File: config.mk
export PLATFORM = sky130hd
export DESIGN_NAME = control_unit
export DESIGN_NICKNAME = d
export VERILOG_FILES = /design/src/rtl/ctrl_pkg.sv /design/src/rtl/alu_op_dec.sv /design/src/rtl/control_unit.sv
export SDC_FILE = /design/constraint.sdc
export NUM_CORES = 1
export LEC_CHECK = 0
export BUFFER_PORTS_ARGS = -buffer_cell sky130_fd_sc_hd__buf_4
export CORE_MARGIN = 5
export CORE_UTILIZATION = 30
export DETAILED_ROUTE_END_ITERATION = 12
export HOLD_SLACK_MARGIN = 0.08
export PLACE_DENSITY_LB_ADDON = 0.3
export SETUP_SLACK_MARGIN = 0.15
export SYNTH_ARGS = -nofsm -noshare
export SYNTH_HDL_FRONTEND = slang
export SYNTH_HIERARCHICAL = 1
export SYNTH_SLANG_ARGS = --single-unit
File: constraint.sdc
create_clock -name clk -period 2.4 [get_ports clk]
set_clock_uncertainty 0.1 [all_clocks]
set_input_delay 0.24 -clock clk [delete_from_list [all_inputs] [get_ports clk]]
set_output_delay 0.24 -clock clk [all_outputs]
set_load 0.1 [all_outputs]
File: src/rtl/ctrl_pkg.sv
// Shared encodings for the RV32I main decoder: opcodes, ALU operation codes,
// ALU operand-select and writeback-source encodings.
package ctrl_pkg;

  localparam logic [6:0] OP_R      = 7'b0110011;
  localparam logic [6:0] OP_IMM    = 7'b0010011;
  localparam logic [6:0] OP_LOAD   = 7'b0000011;
  localparam logic [6:0] OP_STORE  = 7'b0100011;
  localparam logic [6:0] OP_BRANCH = 7'b1100011;
  localparam logic [6:0] OP_JAL    = 7'b1101111;
  localparam logic [6:0] OP_JALR   = 7'b1100111;
  localparam logic [6:0] OP_LUI    = 7'b0110111;
  localparam logic [6:0] OP_AUIPC  = 7'b0010111;
  localparam logic [6:0] OP_FENCE  = 7'b0001111;
  localparam logic [6:0] OP_SYSTEM = 7'b1110011;

  localparam logic [6:0] F7_BASE = 7'b0000000;
  localparam logic [6:0] F7_ALT  = 7'b0100000;

  localparam logic [3:0] ALU_ADD  = 4'b0000;
  localparam logic [3:0] ALU_SUB  = 4'b1000;
  localparam logic [3:0] ALU_SLL  = 4'b0001;
  localparam logic [3:0] ALU_SLT  = 4'b0010;
  localparam logic [3:0] ALU_SLTU = 4'b0011;
  localparam logic [3:0] ALU_XOR  = 4'b0100;
  localparam logic [3:0] ALU_SRL  = 4'b0101;
  localparam logic [3:0] ALU_SRA  = 4'b1101;
  localparam logic [3:0] ALU_OR   = 4'b0110;
  localparam logic [3:0] ALU_AND  = 4'b0111;

  localparam logic [1:0] ASRC_RS1_RS2 = 2'b00;
  localparam logic [1:0] ASRC_RS1_IMM = 2'b01;
  localparam logic [1:0] ASRC_PC_IMM  = 2'b10;

  localparam logic [1:0] WB_ALU  = 2'b00;
  localparam logic [1:0] WB_MEM  = 2'b01;
  localparam logic [1:0] WB_PC4  = 2'b10;
  localparam logic [1:0] WB_IMM  = 2'b11;

endpackage

File: src/rtl/alu_op_dec.sv
// Funct-level decode: derives the 4-bit ALU operation from opcode/funct3/funct7
// and flags funct combinations that the datapath does not support.
module alu_op_dec
  import ctrl_pkg::*;
(
  input  logic [6:0] opcode,
  input  logic [2:0] funct3,
  input  logic [6:0] funct7,
  output logic [3:0] alu_op,
  output logic       funct_illegal
);

  logic alt_capable;

  // Only ADD/SUB and SRL/SRA have an alternate (funct7[5]) form.
  assign alt_capable = (funct3 == 3'b000) || (funct3 == 3'b101);

  always_comb begin
    alu_op        = ALU_ADD;
    funct_illegal = 1'b0;
    case (opcode)
      OP_R: begin
        alu_op = {funct7[5] & alt_capable, funct3};
        if (!((funct7 == F7_BASE) || ((funct7 == F7_ALT) && alt_capable)))
          funct_illegal = 1'b1;
      end
      OP_IMM: begin
        alu_op = {(funct3 == 3'b101) & funct7[5], funct3};
      end
      OP_BRANCH: begin
        case (funct3[2:1])
          2'b00:   alu_op = ALU_SUB;
          2'b10:   alu_op = ALU_SLT;
          2'b11:   alu_op = ALU_SLTU;
          default: funct_illegal = 1'b1;
        endcase
      end
      default: ;
    endcase
  end

endmodule

File: src/rtl/control_unit.sv
// RV32I main decoder with combinational control outputs and clocked illegal-event tracking.
// Build option: define CTRL_ILLEGAL_CNT_EN to build the saturating illegal_cnt counter.
module control_unit
  import ctrl_pkg::*;
(
  input  logic       clk,
  input  logic       rst,
  input  logic [6:0] opcode,
  input  logic [2:0] funct3,
  input  logic [6:0] funct7,
  output logic       reg_write,
  output logic       mem_read,
  output logic       mem_write,
  output logic       branch,
  output logic       jump,
  output logic [1:0] alu_src,
  output logic [3:0] alu_op,
  output logic [1:0] reg_write_src,
  output logic       illegal_inst,
  output logic       illegal_sticky,
  output logic [7:0] illegal_cnt
);

  logic [3:0] dec_alu_op;
  logic       funct_illegal;
  logic       op_illegal;

  alu_op_dec u_alu_op_dec (
    .opcode        (opcode),
    .funct3        (funct3),
    .funct7        (funct7),
    .alu_op        (dec_alu_op),
    .funct_illegal (funct_illegal)
  );

  always_comb begin
    reg_write     = 1'b0;
    mem_read      = 1'b0;
    mem_write     = 1'b0;
    branch        = 1'b0;
    jump          = 1'b0;
    alu_src       = ASRC_RS1_RS2;
    alu_op        = dec_alu_op;
    reg_write_src = WB_ALU;
    op_illegal    = 1'b0;
    case (opcode)
      OP_R:      reg_write = 1'b1;
      OP_IMM:    begin reg_write = 1'b1; alu_src = ASRC_RS1_IMM; end
      OP_LOAD:   begin
        reg_write     = 1'b1;
        mem_read      = 1'b1;
        alu_src       = ASRC_RS1_IMM;
        reg_write_src = WB_MEM;
      end
      OP_STORE:  begin mem_write = 1'b1; alu_src = ASRC_RS1_IMM; end
      OP_BRANCH: branch = 1'b1;
      OP_JAL:    begin reg_write = 1'b1; jump = 1'b1; reg_write_src = WB_PC4; end
      OP_JALR:   begin
        reg_write     = 1'b1;
        jump          = 1'b1;
        alu_src       = ASRC_RS1_IMM;
        reg_write_src = WB_PC4;
      end
      OP_LUI:    begin reg_write = 1'b1; reg_write_src = WB_IMM; end
      OP_AUIPC:  begin reg_write = 1'b1; alu_src = ASRC_PC_IMM; end
      OP_FENCE, OP_SYSTEM: ;
      default:   op_illegal = 1'b1;
    endcase

    illegal_inst = op_illegal | funct_illegal;
    // An unsupported encoding must never commit state, so every control drops to 0.
    if (illegal_inst) begin
      reg_write     = 1'b0;
      mem_read      = 1'b0;
      mem_write     = 1'b0;
      branch        = 1'b0;
      jump          = 1'b0;
      alu_src       = ASRC_RS1_RS2;
      alu_op        = ALU_ADD;
      reg_write_src = WB_ALU;
    end
  end

  always_ff @(posedge clk or posedge rst) begin
    if (rst)
      illegal_sticky <= 1'b0;
    else if (illegal_inst)
      illegal_sticky <= 1'b1;
  end

`ifdef CTRL_ILLEGAL_CNT_EN
  logic [7:0] cnt_q;

  always_ff @(posedge clk or posedge rst) begin
    if (rst)
      cnt_q <= 8'd0;
    else if (illegal_inst && (cnt_q != 8'hFF))
      cnt_q <= cnt_q + 8'd1;
  end

  assign illegal_cnt = cnt_q;
`else
  assign illegal_cnt = 8'd0;
`endif

endmodule

======== Yosys cells after proc, flatten, opt, wreduce, memory -nomap -nowiden ========
Index checks and enable logic that the tools add are counted.
cells by class
  $add $sub $neg .......................... 0
  $mul .................................... 0
  divide/modulo/power cells ............... 0
  magnitude comparators ................... 0
  eq/ne operators ......................... 15
  shifts and indexed selects .............. 0
  mux-type cells .......................... 21
  bitwise gates (word level) .............. 3
  reduce and logical (&&, ||, !) cells .... 11
operators by type and width
  operator                                                               number
  7-bit by 6-bit equality test with 1-bit output, second input constant  4
  7-bit equality test, second input constant                             4
  4-bit one-hot mux with 3 select lines                                  2
  7-bit by 5-bit equality test with 1-bit output, second input constant  2
  1-bit 2-to-1 mux                                                       13
  11-bit OR reduction                                                    1
  7-bit by 2-bit equality test with 1-bit output, second input constant  1
  7-bit by 4-bit equality test with 1-bit output, second input constant  1
  7-bit zero test                                                        1
  7-bit OR reduction                                                     1
  2-bit one-hot mux with 3 select lines                                  1
  2-bit equality test, second input constant                             2
  2-bit 2-to-1 mux                                                       2
  4-bit 2-to-1 mux                                                       1
  2-bit one-hot mux with 2 select lines                                  1
  4-bit OR reduction                                                     1
  3-bit equality test, second input constant                             1
  3-bit zero test                                                        1
  3-bit OR reduction                                                     1
  1-bit AND                                                              2
  2-bit zero test                                                        1
  1-bit logical OR                                                       2
  1-bit one-hot mux with 2 select lines                                  1
  2-bit OR reduction                                                     1
  other kinds (2)                                                        2
storage, ports and cells
  register bits after elaboration ......... 1
  bits in latches ......................... 0
  bits in writable memories ............... 0
  memory bits (read-only) ................. 0
  bits of input ports ..................... 19
  output and inout port bits .............. 23
  word-level logic and storage cells ...... 51
  memories ................................ 0

======== Longest topological paths before layout ========
Gate-level depths: netlist (run 1).
  word-level depth ........................ 8
  gate-level depth with buffers ........... 7
  gate-level depth less buffers ........... 6

======== By module ========
The synthesis (run 1) kept the hierarchy.
modules (own cells, without submodules)
  module        instances  cells an instance  area each (um^2)  seq. area each (um^2)
  control_unit  1          62                 444.2             25.0
  alu_op_dec    1          23                 153.9             0.0

======== Worst setup path before layout (run 1) ========
Ideal clock, no wire load.
  path type ............................... in2out
  from .................................... in opcode[6]
  to ...................................... out mem_write
  arrival ................................. 4.094 ns
  data required time ...................... 2.060 ns
  setup slack ............................. -2.034 ns
  cell stages on the path ................. 6
  buffers on the path ..................... 0
  cell sequence ........................... and2b_1 a31oi_1 a311oi_1 and3b_1 nand2_1 nor4b_1
between the ends
  elaborated cells between the ends (all ways) .. 17
  classes of those cells .................. eq/ne (11); mux (4); bitwise (1); reduce/logical (1)
RTL lines
  what                                                                                   RTL line            source
  start, declared                                                                        control_unit.sv:8   input logic [6:0] opcode,
  7-bit equality test or 7-bit by 6-bit equality test with 1-bit output (tied branches)  alu_op_dec.sv:21    case (opcode)
  1-bit one-hot mux with 2 select lines *                                                alu_op_dec.sv:21
  named net funct_illegal                                                                control_unit.sv:25  logic funct_illegal;
  1-bit bitwise OR *                                                                     control_unit.sv:70  illegal_inst = op_illegal | funct_illegal;
  1-bit 2-to-1 mux *                                                                     control_unit.sv:72  if (illegal_inst) begin
  end, declared                                                                          control_unit.sv:13  output logic mem_write,
Mark *: on every way through the listed nets, which the timed path passes. The rest lies on a longest branch.

======== Final worst setup path (run 1) ========
  from .................................... in opcode[4]
  to ...................................... out alu_op[0]
between the ends
  elaborated cells between the ends (all ways) .. 17
  classes of those cells .................. eq/ne (11); mux (4); bitwise (1); reduce/logical (1)
RTL lines
  what                                                                                   RTL line            source
  7-bit equality test or 7-bit by 6-bit equality test with 1-bit output (tied branches)  alu_op_dec.sv:21
  1-bit one-hot mux with 2 select lines *                                                alu_op_dec.sv:21
  named net funct_illegal                                                                control_unit.sv:25
  1-bit bitwise OR *                                                                     control_unit.sv:70
  4-bit 2-to-1 mux *                                                                     control_unit.sv:72
  end, declared                                                                          control_unit.sv:17  output logic [3:0] alu_op,
Marks and branches as above.

==> impl_metrics.env, run 1 <==
export IMPL_crit_top_cell="buf_4"
export IMPL_critPathSlowestCell="and3b_2"
export IMPL_die_w_um=54.7
export IMPL_num_rows=16
export IMPL_pre_cts_slack_ns=0.0838
export IMPL_largest_register_ffs=1
export IMPL_final_nets=139
export IMPL_rrSetupSlack_ns=1.38
export IMPL_p_sw_uw=133
export IMPL_p_sw_share_pct=66.5
export IMPL_drc=0
export IMPL_p_clk_share_pct=0
export IMPL_coreArea_um2=1920
export IMPL_r2r_start="illegal_sticky"
export IMPL_hp_class="flop to flop"
export IMPL_antenna_cells=0
export IMPL_synth_cells=85
export IMPL_drv_slew=0
export IMPL_top_register="illegal_sticky"
export IMPL_worstMarginPinSlew_ns=0.527
export IMPL_nFillCells=192
export IMPL_drtIter0Drc=1
export IMPL_critPathKind="primary input to output port"
export IMPL_seq_area_frac_synth_pct=4.18
export IMPL_hold_slack_ns=0.437
export IMPL_fin_ws_ns=0.235
export IMPL_utilization_pct=57.2
export IMPL_max_freq_ghz=0.462
export IMPL_num_vias=755
export IMPL_synth_ff_latch_count=1
export IMPL_clock_latency_ns=0
export IMPL_path_max_fanout=9
export IMPL_synth_main_ff_cell="dfrtp_1"
export IMPL_max_slew_margin_pct=64.7
export IMPL_min_delay_start="illegal_sticky"
export IMPL_gp_congestion=0.762
export IMPL_worst_hold_path_num_cells=1
export IMPL_path_buf_inv=3
export IMPL_arrival_ns=1.82
export IMPL_powerDensity_nw_per_um2=183
export IMPL_antenna_left=0
export IMPL_min_to="illegal_sticky"
export IMPL_synthDistinctLibCells=41
export IMPL_hold_violations=0
export IMPL_syn_to_final_growth_pct=83.7
export IMPL_initial_utilization_pct=31.1
export IMPL_dr_pass1_iters=4
export IMPL_synth_area_um2=598
export IMPL_ff2ff_path_depth=1
export IMPL_path_clk_slew_ns=0
export IMPL_drive_gt1_share_pct=58.5
export IMPL_setup_viol=0
export IMPL_seq_power_share_pct=8.5
export IMPL_peakVddDrop_uv=106
export IMPL_critical_path_top_delay_family="simple AND/OR/NAND/NOR gates"
export IMPL_power_internal_uw=67.3
export IMPL_grt_max_degree=20
export IMPL_ioPinCount=42
export IMPL_die_area_um2=2990
export IMPL_cp_required_ns=2.06
export IMPL_crit_path_start_kind="primary input"
export IMPL_r2r_end="illegal_sticky"
export IMPL_via_per_inst=5.21
export IMPL_grt_pass1_vias=692
export IMPL_period_share_pct=90.2
export IMPL_synth_edf_count=0
export IMPL_wl_per_cell_um=13.2
export IMPL_grt_pass1_wl_um=2900
export IMPL_crit_chain="buf_4 -> and2b_1 -> a31oi_2 -> a311oi_2 -> and3b_2 -> buf_4 -> nand3b_1 -> o21ai_4 -> buf_12"
export IMPL_yosys_warnings=6
export IMPL_portBuffers=33
export IMPL_p_leak_nw=0.441
export IMPL_drv_cap=0
export IMPL_die_height_um=54.7
export IMPL_power_uw=201
export IMPL_comb_power_share_pct=91.5
export IMPL_rsz0062_at_grt="yes"
export IMPL_async_flop_share_pct=100
export IMPL_tns_ns=0
export IMPL_layout_min_cycle_time_ns=2.16
export IMPL_reg_top3="illegal_sticky: 1 flops"
export IMPL_max_stage_delay_ns=0.32
export IMPL_gr_total_overflow=0
export IMPL_syn_area_per_cell_um2=7.04
export IMPL_place_hpwl_um=1590
export IMPL_track_usage_pct=12.4
export IMPL_antenna_found_initial=0
export IMPL_outcome="finished clean"
export IMPL_wl_um=1920
export IMPL_crit_path_end_kind="output port"
what timing repair did:
action	in CTS	in global routing
endpoints found under the hold margin	1	0
hold buffers	1	0
endpoints found under the setup margin	6	9
gates cloned	0	0
gates resized for setup	6	18
pin swaps	0	2
setup buffers	0	0
cell families (layout without fill, tap and decap cells):
| logic type | after synthesis | count (layout) | synth area share, % |
|---|---|---|---|
| AND/OR/NAND/NOR | 38 | 38 | 40.2 |
| AO/OA/AOI/OAI | 23 | 23 | 29.5 |
| buffers and inverters | 19 | 45 | 19.9 |
| multiplexers | 2 | 2 | 4.18 |
| other | 1 | 8 | 0.627 |
| XOR/XNOR | 1 | 1 | 1.46 |
| flip-flops | 1 | 1 | 4.18 |
layout by cell type (no fill, tap or decap), drive strengths merged, types with 2 or more instances in the layout:
cell / synthesis / routed
and3b: 2 / 2
conb: 1 / 8
nand3: 3 / 3
nand3b: 6 / 6
nor4b: 2 / 2
nor2: 5 / 5
a31oi: 2 / 2
buf: 12 / 39
nor2b: 2 / 2
nand4: 2 / 2
nand2: 5 / 5
inv: 5 / 5
and3: 2 / 2
o2111ai: 5 / 5
a21oi: 2 / 2
o21ai: 7 / 7
nor3: 2 / 2
synth_stat cells (2+ instances only):
| cell | count | area [µm²] |
|---|---|---|
| nand4_1 | 2 | 12.5 |
| a31oi_1 | 2 | 12.5 |
| buf_6 | 2 | 22.5 |
| clkbuf_1 | 2 | 7.51 |
| and3b_1 | 2 | 17.5 |
| inv_1 | 5 | 18.8 |
| nor2_1 | 5 | 18.8 |
| nand2_1 | 5 | 18.8 |
| nor4b_1 | 2 | 17.5 |
| nor3_1 | 2 | 10.0 |
| buf_2 | 2 | 10.0 |
| nand3_1 | 3 | 15.0 |
| o21ai_1 | 2 | 10.0 |
| buf_4 | 8 | 60.1 |
| nand3b_1 | 6 | 45.0 |
| o2111ai_1 | 4 | 35.0 |
| nor2b_1 | 2 | 12.5 |
| a21oi_1 | 2 | 10.0 |
| o21ai_0 | 5 | 25.0 |
per-stage QoR:
step / area [µm²] / std cells
6_report: 1100 / 145
5_1_grt: 1100 / 145
4_1_cts: 1020 / 145
3_5_place_dp: 981 / 144
3_3_place_gp: 981 / 144
2_1_floorplan: 761 / 92
routing by layer:
layer / global-route usage, % / wire, µm / vias up
met1: 15.6 / 821 / 357
met2: 24.2 / 1010 / 24
met4: 0 / 0 / 0
met5: 0 / 0 / -
met3: 0.545 / 85 / 0
li1: - / - / 374
how the worst max path moves through the flow:
stage	startpoint	end	slack, ns	cells past startpoint
5_1_grt	opcode[4]	alu_op[0]	0.13	9
2_1_floorplan	opcode[6]	alu_src[0]	-0.17	5
4_1_cts	opcode[3]	alu_op[1]	0.15	9
3_3_place_gp	opcode[3]	mem_read	0.16	9
3_5_place_dp	opcode[3]	mem_read	0.08	9
6_report	opcode[4]	alu_op[0]	0.24	9
final cells by class:
| type | count | area, µm² | share of cell area (%) |
|---|---|---|---|
| Tap cell | 27 | 33.8 | 3.08 |
| Timing Repair Buffer | 40 | 368 | 33.5 |
| Multi-Input combinational cell | 72 | 653 | 59.5 |
| Inverter | 5 | 18.8 | 1.71 |
| Sequential cell | 1 | 25.0 | 2.28 |
power groups by stage:
stage | Sequential [mW] | Combinational, mW | Clock [mW]
final | 0.0172 | 0.184 | 0
after detailed placement | 0.0172 | 0.177 | 0
after floorplan | 0.0172 | 0.143 | 0
after global routing | 0.0172 | 0.193 | 0
after CTS | 0.0172 | 0.180 | 0
after global placement | 0.0172 | 0.175 | 0
(Power assumes the default switching activity.)
==> run 2: changes to the inputs <==
--- a/config.mk
+++ b/config.mk
@@ -5,10 +5,13 @@
 export SDC_FILE = /design/constraint.sdc
 export NUM_CORES = 1
 export LEC_CHECK = 0
+export ABC_AREA = 1
+export ABC_CLOCK_PERIOD_IN_PS = 2400
 export BUFFER_PORTS_ARGS = -buffer_cell sky130_fd_sc_hd__buf_4
 export CORE_MARGIN = 5
 export CORE_UTILIZATION = 30
 export DETAILED_ROUTE_END_ITERATION = 12
+export GPL_TIMING_DRIVEN = 0
 export HOLD_SLACK_MARGIN = 0.08
 export PLACE_DENSITY_LB_ADDON = 0.3
 export SETUP_SLACK_MARGIN = 0.15
==> impl_metrics.env, run 2 <==
export IMPL_crit_path_end_kind="output port"
export IMPL_coreArea_um2=1940
export IMPL_drv_slew=0
export IMPL_num_vias=758
export IMPL_async_flop_share_pct=100
export IMPL_synth_cells=120
export IMPL_place_hpwl_um=1380
export IMPL_synth_top_area_share_pct=18.1
export IMPL_min_delay_start="illegal_sticky"
export IMPL_critical_path_top_delay_family="simple AND/OR/NAND/NOR gates"
export IMPL_antenna_found_initial=0
export IMPL_layout_commonest_cell="buf_4"
export IMPL_yosys_warnings=6
export IMPL_p_leak_nw=0.511
export IMPL_initial_utilization_pct=30.9
export IMPL_crit_chain="buf_4 -> inv_1 -> nand3_1 -> nor3_1 -> nor2_1 -> nand3_2 -> nand2_2 -> buf_6 -> nor2_1 -> buf_4"
export IMPL_setup_viol=0
export IMPL_synth_area_um2=601
export IMPL_r2r_start="illegal_sticky"
export IMPL_reg_top3="illegal_sticky: 1 flops"
export IMPL_synth_edf_count=0
export IMPL_critPathSlowestCell="buf_4"
export IMPL_die_area_um2=3000
export IMPL_path_buf_inv=4
export IMPL_outcome="finished clean"
export IMPL_utilization_pct=47.3
export IMPL_drive_gt1_share_pct=35.4
export IMPL_largest_register_ffs=1
export IMPL_die_w_um=54.7
export IMPL_syn_area_per_cell_um2=5.00
export IMPL_seq_area_frac_synth_pct=4.17
export IMPL_cp_startpoint="opcode[6]"
export IMPL_worst_hold_path_num_cells=1
export IMPL_hold_slack_ns=0.360
export IMPL_powerDensity_nw_per_um2=179
export IMPL_grt_pass1_vias=657
export IMPL_critPathKind="primary input to output port"
export IMPL_wl_per_cell_um=8.12
export IMPL_num_rows=16
export IMPL_top_register="illegal_sticky"
export IMPL_path_clk_slew_ns=0
export IMPL_rrSetupSlack_ns=1.67
export IMPL_max_freq_ghz=0.493
export IMPL_rsz0062_at_grt="no"
export IMPL_min_to="illegal_sticky"
export IMPL_period_share_pct=84.4
export IMPL_instances_no_fill=188
export IMPL_postLayoutCellArea_um2=918
export IMPL_ioPinCount=42
export IMPL_drc=0
export IMPL_antenna_cells=0
export IMPL_wl_um=1530
export IMPL_grt_pass1_wl_um=2330
export IMPL_gr_total_overflow=0
export IMPL_ctsResizeCount=0
export IMPL_syn_to_final_growth_pct=52.9
export IMPL_antenna_left=0
export IMPL_synth_main_ff_cell="dfrtp_1"
export IMPL_place_inst=187
export IMPL_max_stage_delay_ns=0.30
export IMPL_path_max_fanout=10
export IMPL_die_height_um=54.7
export IMPL_crit_path_start_kind="primary input"
export IMPL_track_usage_pct=9.63
export IMPL_portBuffers=33
export IMPL_drtIter0Drc=8
export IMPL_grt_max_degree=11
export IMPL_synth_ff_latch_count=1
export IMPL_ff2ff_path_depth=1
export IMPL_synth_most_common_cell="nand2_1"
export IMPL_arrival_ns=1.69
export IMPL_peakVddDrop_uv=99.2
export IMPL_via_per_inst=4.03
export IMPL_final_cell_mix="buf_4, nand2_1, nor2_1, inv_1, conb_1"
export IMPL_hold_violations=0
export IMPL_synth_area_top_cells="nand2_1, nor2_1, inv_1"
export IMPL_cp_required_ns=2.06
export IMPL_drv_cap=0
export IMPL_gp_congestion=0.890
export IMPL_hp_class="flop to flop"
export IMPL_clock_latency_ns=0
export IMPL_synth_common_cells="nand2_1, nor2_1, inv_1, buf_4, nand2_2"
export IMPL_power_uw=165
export IMPL_yosysTopAreaCell="nand2_1"
export IMPL_r2r_end="illegal_sticky"
export IMPL_synthDistinctLibCells=22
export IMPL_layout_min_cycle_time_ns=2.03
export IMPL_dr_pass1_iters=4
export IMPL_postPlaceCellArea_um2=908
export IMPL_final_nets=182
[run 2: changes by cell type after synthesis, moves of 3 or more]
cell / before / now
nand2_1: 5 / 29
nor2_1: 5 / 27
inv_1: 5 / 22
nand2_2: 0 / 6
nand3b_1: 6 / 1
o2111ai_1: 4 / 0
o21ai_0: 5 / 1
nor2_4: 0 / 3
[run 2: routing by layer]
layer	up-vias	track usage, %	part of all wire, %
met5	-	0	0
met4	0	0	0
met1	313	11.4	43
li1	423	-	-
met3	0	0.272	7.9
met2	22	19.7	49
[run 2: area by class of cell]
type | count | area, µm²
Buffer | 9 | 71.3
Fill cell | 213 | 1020
Inverter | 23 | 86.3
Multi-Input combinational cell | 94 | 444
Sequential cell | 1 | 25.0
Tap cell | 27 | 33.8
Timing Repair Buffer | 34 | 258
[run 2: metrics by stage]
stage,setup slack [ns],TNS [ns]
final,0.373,0
after global routing,0.229,0
after CTS,0.387,0
after detailed placement,0.399,0
after global placement,0.397,0
after floorplan,-0.281,-2.78
[run 2: power breakdown]
| group | switching (mW) | internal (mW) | total [mW] |
|---|---|---|---|
| sequential | 0 | 0.0172 | 0.0172 |
| combinational | 0.104 | 0.0435 | 0.148 |
| clock | 0 | 0 | 0 |
[run 2: logic make-up after synthesis]
group                  synth area share (%)
AOI/OAI and AO/OA                      6.25
buffers and inverters                  26.2
DFF                                    4.17
other                                 0.624
and+or+nand+nor                        62.7
[run 2: how the worst max path moves through the flow]
stage / cells past startpoint / endpoint
after floorplan: 8 / alu_op[0]
after global placement: 10 / alu_src[0]
after detailed placement: 10 / alu_src[1]
after CTS: 10 / alu_src[1]
after global routing: 12 / alu_src[1]
final: 10 / alu_src[1]
[run 2: timing repair]
action                                 CTS  global route
endpoints found under the hold margin    1             0
hold buffers                             1             0
buffers inserted                         0             0
